**config.mk**
```make
export PLATFORM = sky130hd
export DESIGN_NAME = sig_dump_ctrl
export DESIGN_NICKNAME = d
export VERILOG_FILES = /design/src/rtl/sig_dump_ctrl.sv
export SDC_FILE = /design/constraint.sdc
export NUM_CORES = 1
export LEC_CHECK = 0
export ABC_AREA = 0
export CAP_MARGIN = 5
export CORE_MARGIN = 10
export CORE_UTILIZATION = 44
export CTS_BUF_LIST = sky130_fd_sc_hd__clkbuf_2
export DETAILED_ROUTE_END_ITERATION = 10
export DONT_BUFFER_PORTS = 1
export GPL_TIMING_DRIVEN = 0
export PLACE_DENSITY_LB_ADDON = 0.12
export SLEW_MARGIN = 0
export SYNTH_ARGS = -nofsm -noshare
export SYNTH_HDL_FRONTEND = slang
export SYNTH_SLANG_ARGS = --single-unit
```
**constraint.sdc**
```tcl
create_clock -name clk_i -period 3.92 [get_ports clk_i]
set_clock_uncertainty 0.2 [all_clocks]
set_input_delay 0.784 -clock clk_i [delete_from_list [all_inputs] [get_ports clk_i]]
set_output_delay 0.784 -clock clk_i [all_outputs]
set_load 0.005 [all_outputs]
```
**src/rtl/sig_dump_ctrl.sv**
```systemverilog
// Signature-dump engine: on a rising finish flag, sweeps a TCM word range
// through a single-word read port and streams each word out over valid/ready.
module sig_dump_ctrl #(
  parameter int ADDR_W = 17,
  parameter int CNT_W  = 16
) (
  input  logic              clk_i,
  input  logic              rst_i,
  input  logic              finish_i,
  input  logic [31:0]       begin_addr_i,
  input  logic [31:0]       end_addr_i,
  output logic              mem_rd_o,
  output logic [ADDR_W-1:0] mem_addr_o,
  input  logic [31:0]       mem_data_i,
  output logic              out_valid_o,
  output logic [31:0]       out_data_o,
  input  logic              out_ready_i,
  output logic              busy_o,
  output logic              done_o,
  output logic              err_o,
  output logic [CNT_W-1:0]  word_count_o
);

  typedef enum logic [2:0] {
    S_IDLE,
    S_CHECK,
    S_READ,
    S_WAIT,
    S_OUT,
    S_DONE
  } state_e;

  state_e            state_q, state_d;
  logic              fin_prev_q;
  logic [ADDR_W-1:0] cur_q, cur_d;
  logic [ADDR_W-1:0] end_q, end_d;
  logic [ADDR_W-1:0] mem_addr_q, mem_addr_d;
  logic [31:0]       data_q, data_d;
  logic [CNT_W-1:0]  cnt_q, cnt_d;
  logic              done_q, done_d;
  logic              err_q, err_d;

  logic              trigger;
  logic [ADDR_W-1:0] cur_inc;

  assign trigger = finish_i & ~fin_prev_q;
  assign cur_inc = cur_q + ADDR_W'(4);

  always_comb begin
    // NOTE: every variable gets its hold value first so no path through the case infers a latch.
    state_d    = state_q;
    cur_d      = cur_q;
    end_d      = end_q;
    mem_addr_d = mem_addr_q;
    data_d     = data_q;
    cnt_d      = cnt_q;
    done_d     = done_q;
    err_d      = err_q;

    unique case (state_q)
      S_IDLE: begin
        if (trigger) begin
          cur_d   = begin_addr_i[ADDR_W-1:0];
          end_d   = end_addr_i[ADDR_W-1:0];
          cnt_d   = '0;
          err_d   = 1'b0;
          done_d  = 1'b0;
          state_d = S_CHECK;
        end
      end
      S_CHECK: begin
        if (cur_q[1:0] != 2'b00 || end_q[1:0] != 2'b00) begin
          err_d   = 1'b1;
          done_d  = 1'b1;
          state_d = S_DONE;
        end else if (end_q <= cur_q) begin
          done_d  = 1'b1;
          state_d = S_DONE;
        end else begin
          mem_addr_d = cur_q;
          state_d    = S_READ;
        end
      end
      S_READ: state_d = S_WAIT;
      S_WAIT: begin
        data_d  = mem_data_i;
        state_d = S_OUT;
      end
      S_OUT: begin
        if (out_ready_i) begin
          cur_d = cur_inc;
          cnt_d = cnt_q + CNT_W'(1);
          if (cur_inc >= end_q) begin
            done_d  = 1'b1;
            state_d = S_DONE;
          end else begin
            // Address is registered on entry to READ so it holds between reads.
            mem_addr_d = cur_inc;
            state_d    = S_READ;
          end
        end
      end
      S_DONE: begin
        if (!finish_i) state_d = S_IDLE;
      end
      default: state_d = S_IDLE;
    endcase
  end

  // NOTE: state is updated with non-blocking assignments so all flops sample pre-edge values.
  always_ff @(posedge clk_i) begin
    if (rst_i) begin
      state_q    <= S_IDLE;
      fin_prev_q <= 1'b0;
      cur_q      <= '0;
      end_q      <= '0;
      mem_addr_q <= '0;
      data_q     <= '0;
      cnt_q      <= '0;
      done_q     <= 1'b0;
      err_q      <= 1'b0;
    end else begin
      state_q    <= state_d;
      fin_prev_q <= finish_i;
      cur_q      <= cur_d;
      end_q      <= end_d;
      mem_addr_q <= mem_addr_d;
      data_q     <= data_d;
      cnt_q      <= cnt_d;
      done_q     <= done_d;
      err_q      <= err_d;
    end
  end

  assign mem_rd_o     = (state_q == S_READ);
  assign mem_addr_o   = mem_addr_q;
  assign out_valid_o  = (state_q == S_OUT);
  assign out_data_o   = data_q;
  assign busy_o       = (state_q != S_IDLE) && (state_q != S_DONE);
  assign done_o       = done_q;
  assign err_o        = err_q;
  assign word_count_o = cnt_q;

endmodule

```
# After elaboration in Yosys (flattened, before gate mapping)
# Index checks and enable logic that the tools add are counted.
# word_totals
reg_bits	105
in_bits	100
out_inout_bits	70
wordCells	72
# classes
add_sub_neg	2
magnitude_cmp	2
n_eq_ne	15
muxes	26
bitwise	2
reduce_logical	16
# op_table
operator	count
$mux W17	6
$pmux W17 S2	2
$mux W16	2
$pmux W16 S2	1
$mux W3	6
$pmux W3 S6	1
$add A17 B3 Y17 const B	1
$ge A17 B17 Y1	1
$le A17 B17 Y1	1
$add A16 B1 Y16 const B	1
$ne A2 B2 Y1 const B	6
$reduce_and A5 Y1	2
$reduce_bool A2 Y1	5
$reduce_and A3 Y1	3
$eq A3 B2 Y1 const B	2
$eq A3 B3 Y1 const B	2
$mux W1	6
$ne A3 B3 Y1 const B	2
$reduce_bool A3 Y1	2
$ne A2 B1 Y1 const B	2
$eq A3 B1 Y1 const B	1
$logic_not A3 Y1	1
$pmux W1 S3	1
$pmux W1 S2	1
other kinds (5)	5

# Logic depth before layout (Yosys ltp)
# logic_depth
word_depth	5
depth_mapped	16
depth_no_buf	14

# Least setup slack after synthesis
# Ideal clock, no wire load.
# synth_path
path_kind	register -> register
from	register cur_q[3]
to	register mem_addr_q[10], in the netlist mem_addr_o[10]
setup_time_ns	0.121
arrival_time_ns	3.294
required_ns	3.599
slack_ns	0.305
path_stages_with_launch	17
n_path_buf	2
period_less_slack_ns	3.615
path_cell_list	dfxtp_1 ha_1 and3_1 buf_2 nand3_4 nor2_1 nand3_1 xnor2_1 ha_1 nand2_1 o21ai_0 a22oi_1 nand4_1 a211oi_4 o21ai_4 buf_12 mux2_4
# synth_via
elab_chain_cells	4
elab_cells_between_ends	9
classes_between	add/sub: 1; order compare: 2; eq/ne: 2; mux: 3; reduce/logical: 1
# synth_lines
item	line	rtl
start, declared	35	logic [ADDR_W-1:0] cur_q, cur_d;
start signal, assigned	125	cur_q <= cur_d;
$add A17 B3 Y17	47	assign cur_inc = cur_q + ADDR_W'(4);
$ge A17 B17 Y1 or $mux W17 (tied branches)	93	if (cur_inc >= end_q) begin
$ne A2 B2 Y1 (no source line) or $mux W17 (tied branches)	n/a	
$reduce_and A5 Y1 (no source line) or $pmux W17 S2 (tied branches)	n/a	
end signal, assigned	127	mem_addr_q <= mem_addr_d;
end, declared	37	logic [ADDR_W-1:0] mem_addr_q, mem_addr_d;
# Parallel ways exist; a longest one is shown, timed or not. The select of a mux whose other input is x is not followed.
# A chain may end at the register's enable or synchronous reset.

# Worst setup path in the final report
# layout_path
from	register cur_q[3]
to	register mem_addr_q[4], in the netlist mem_addr_o[4]
# The elaborated chain is that of the path after synthesis.

==> results.rst <==
.. list-table::
   :header-rows: 1

   * - Metric
     - Value
   * - Count of warnings emitted by yosys
     - 0
   * - Number of nets in the finished design
     - a little over 900
   * - Internal reg-to-reg setup slack
     - approximately 0.16 ns
   * - Count of final hold-check violations
     - 0
   * - Design area
     - approximately 6600 µm²
   * - GR Overflow Total
     - 0
   * - Total number of placement rows
     - between 40 and 50
   * - Critical path peak fanout
     - 6
   * - 1st-pass router iterations
     - 5
   * - Type of element capturing the critical path
     - flip-flop
   * - Nature of the critical path startpoint
     - flip-flop
   * - Clock latency on the worst-skew pair
     - around 0.63 ns
   * - Critical Path, Cell by Cell
     - ha_4 > and3_1 > buf_6 > nand3_4 > nor2_4 > nand4_1 > xnor2_2 > ha_1 > nand4_1 > nor2_1 > a22oi_1 > nand4_1 > a211oi_4 > o21ai_4 > buf_4 > mux2_2
   * - Utilization after layout
     - a little over half
   * - Worst Tran Pin Value
     - roughly 1.2 ns
   * - I/O pin count
     - 170
   * - Dominant synthesized flop cell
     - sky130_fd_sc_hd__dfxtp_1
   * - Critical path type
     - flip-flop to flip-flop
   * - Worst EP required
     - about 4.3 ns
   * - Global-route usage over all layers
     - 18.0%
   * - Max-slew violations
     - 0
   * - Number of failing setup endpoints in the final timing report
     - 0
   * - Number of placed instances, taps included
     - approximately 880
   * - Most common library cell in the layout ignoring fill and taps
     - sky130_fd_sc_hd__nand2_1
   * - Number of H-tree levels
     - 3
   * - Sequential share of power
     - about two fifths
   * - Clock tree from TritonCTS
     - yes
   * - Antenna violations before repair
     - 1
   * - Critical path's top delay family
     - simple AND/OR/NAND/NOR gates
   * - Fmax
     - 266 MHz
   * - Power Dens Cells
     - 512 nW/µm²
   * - Crit-path most repeated cell
     - sky130_fd_sc_hd__nand4_1
   * - P&R area growth vs syn
     - 18.7%
   * - Final routed wirelength across all metal layers
     - about 16000 µm
   * - Global-route wire length before repair
     - about 26000 µm
   * - Register area share after synthesis
     - between 30 and 40%
   * - Sum of negative setup slack
     - 0 ns
   * - Final worst path period need
     - around 3.8 ns
   * - Status
     - finished, final reports clean
   * - Combinational group share of total power
     - between 40% and 50%
   * - Fraction of power consumed by the clock network
     - between 10% and 20%
   * - Post-synthesis cell count
     - just over 700
   * - Peak supply drop
     - 0.229 mV
   * - Net Count, Synth
     - 842
   * - Static Leak
     - ~2.5 nW
   * - Internal power
     - ~0.0020 W
   * - Routed length per instance
     - around 17 µm
   * - Tcrit/Tclk final
     - a little over nine tenths
   * - Count of placed standard cells in the final layout, fillers left out
     - between 900 and 1k
   * - Final RePlAce weighted congestion
     - 0.919
   * - Fraction of power spent switching nets
     - a little over two fifths
   * - Clock transition at the register clock pins on the worst setup and hold paths after CTS
     - just over 0.3 ns
   * - Post-synthesis sequential element count
     - approximately 110
   * - TritonCTS buffer count
     - 9
   * - Port Buffers
     - 0
   * - Number of clock sinks
     - approximately 110
   * - Number of vias per cell
     - 5.24
   * - Count of different cell masters after synthesis
     - 52
   * - Vias in the first global route
     - 4831
   * - Die Area
     - around 18000 µm²
   * - Filler Cells Inserted
     - between 1k and 1.5k
   * - Worst hold path class
     - input pin to flip-flop
   * - Switching Power
     - 0.00144 W
   * - Share of async-settable or async-resettable flops after synthesis
     - 0%
   * - Normalized max-slew margin
     - between 20% and 30%
   * - Die Y
     - 133 µm
   * - Worst-case clock buffer depth
     - 2
   * - Data arrival time of the critical path
     - 4.09 ns
   * - Avg Synthesized Cell Area
     - about 8 µm²
   * - Number of violations reported at the end of detailed-routing iteration 0
     - between 300 and 400
   * - Total power of the final layout
     - roughly 0.0034 W
   * - Vias post-DR
     - about 5.0k
   * - Core area
     - approximately 13000 µm²
   * - Placed standard-cell area
     - about 5800 µm²
   * - Residual antenna-violating net count after detailed routing
     - 0
   * - HPWL after detailed placement
     - roughly 12000 µm
   * - Slowest cell on crit path
     - sky130_fd_sc_hd__dfxtp_4
   * - Number of maximum-capacitance violations
     - 0
   * - Starting Density
     - between 40% and 50%
   * - Highest-count cells in the layout ignoring fill and taps
     - 139 x sky130_fd_sc_hd__nand2_1, 102 x sky130_fd_sc_hd__dfxtp_1, 82 x sky130_fd_sc_hd__a21oi_1, 55 x sky130_fd_sc_hd__dlygate4sd3_1, 53 x sky130_fd_sc_hd__nor2_1
   * - EDFF count, synth
     - 0
   * - Largest net degree at the start of global routing
     - 20
   * - Width of the die
     - ~130 µm
   * - Area of the mapped netlist
     - 5590 µm²
   * - Clock Root Buffer
     - sky130_fd_sc_hd__clkbuf_2
   * - Fraction of layout instances using a drive strength above 1
     - 8.65%
   * - Post-route DRC
     - 0
   * - Maximum single-stage delay on the critical path
     - around 0.46 ns
   * - Sum of buffers and inverters on the critical path
     - 2
[state kept, by name, summed over array words and instances, names as in the netlist, 3 cells and up]
| register | count |
|---|---|
| state_q | 3 |
| cur_q | 17 |
| mem_addr_o | 17 |
| out_data_o | 32 |
| end_q | 17 |
| word_count_o | 16 |
[metal layers]
layer | global-route usage, % | share of wire [%] | vias to the layer above
met5 | 0 | 0 | -
met4 | 7.70 | 2.1 | 0
met3 | 6.09 | 8.6 | 23
met2 | 27.7 | 45 | 160
met1 | 22.5 | 44 | 2315
li1 | - | - | 2525
[layout make-up]
| class | instances | area [µm²] | share of cell area (%) |
|---|---|---|---|
| well taps | 172 | 215 | 3.24 |
| plain buffers | 39 | 191 | 2.88 |
| clock inverters | 7 | 61.3 | 0.924 |
| multi-input cells | 518 | 3210 | 48.3 |
| flip-flops and latches | 105 | 2110 | 31.8 |
| inverters | 43 | 161 | 2.43 |
| diodes | 1 | 2.50 | 0.0377 |
| clock buffers | 9 | 45.0 | 0.679 |
| repair buffers | 65 | 643 | 9.69 |
[worst reg2reg max path, cell delays in order, from the launching register on]
cell and delay [ns]:
sky130_fd_sc_hd__dfxtp_4 0.46, sky130_fd_sc_hd__ha_4 0.15, sky130_fd_sc_hd__and3_1 0.18, sky130_fd_sc_hd__buf_6 0.13
sky130_fd_sc_hd__nand3_4 0.14, sky130_fd_sc_hd__nor2_4 0.16, sky130_fd_sc_hd__nand4_1 0.16, sky130_fd_sc_hd__xnor2_2 0.26
sky130_fd_sc_hd__ha_1 0.29, sky130_fd_sc_hd__nand4_1 0.16, sky130_fd_sc_hd__nor2_1 0.06, sky130_fd_sc_hd__a22oi_1 0.18
sky130_fd_sc_hd__nand4_1 0.16, sky130_fd_sc_hd__a211oi_4 0.32, sky130_fd_sc_hd__o21ai_4 0.16, sky130_fd_sc_hd__buf_4 0.22
sky130_fd_sc_hd__mux2_2 0.26
[metrics by stage]
stage	worst slack [ns]	hold WS, ns
after floorplan	0.305	0.253
after global placement	-0.393	0.265
after detailed placement	-0.402	0.271
after CTS	0.0178	0.000000333
after global routing	-0.00496	0.0387
final	0.162	0.0871
[timing repair]
action	CTS	global route
endpoints found under the hold margin	52	3
setup endpoints to repair	17	20
setup buffers	4	5
hold buffers	52	3
pin swaps	1	8
cloned	0	1
gates resized for setup	10	10
[synth_stat cells, drive strengths merged (9+ instances only)]
| cell | instances | area share, % |
|---|---|---|
| nor2b | 21 | 2.5 |
| nand3 | 15 | 1.6 |
| nand2 | 140 | 9.4 |
| ha | 36 | 8.1 |
| inv | 43 | 2.9 |
| nand4 | 14 | 1.6 |
| nor3 | 9 | 0.81 |
| a21oi | 82 | 7.3 |
| xnor2 | 29 | 4.5 |
| dfxtp | 105 | 38 |
| clkbuf | 28 | 1.9 |
| mux2 | 15 | 3.6 |
| nor2 | 55 | 3.7 |
| o21ai | 33 | 3.2 |
| buf | 12 | 1.4 |
[worst paths after layout]
path / startpoint / end / cells after the start
worst max-delay path: cur_q[3] / mem_addr_o[4] / 16
worst min-delay path: begin_addr_i[13] / cur_q[13] / 2
worst max register to register: cur_q[3] / mem_addr_o[4] / 16
worst min register to register: end_q[2] / end_q[2] / 2
[cell families after synthesis]
logic type	Yosys count	synth area share, %
and+or+nand+nor	283	23.4
buffers and inverters	83	6.22
AOI/OAI and AO/OA	145	15.0
adders and majority gates	36	8.06
muxes	17	3.92
DFF	105	37.6
xor gates and xnor gates	37	5.80
[power groups by stage]
stage / clock (W) / combinational [W] / sequential (W)
after global placement: 0 / 0.00137 / 0.00135
after global routing: 0.000572 / 0.00173 / 0.00137
final: 0.000501 / 0.00155 / 0.00134
after floorplan: 0 / 0.00108 / 0.00131
after detailed placement: 0 / 0.00140 / 0.00135
after CTS: 0.000527 / 0.00150 / 0.00134
Power figures use the tool's default switching activity.
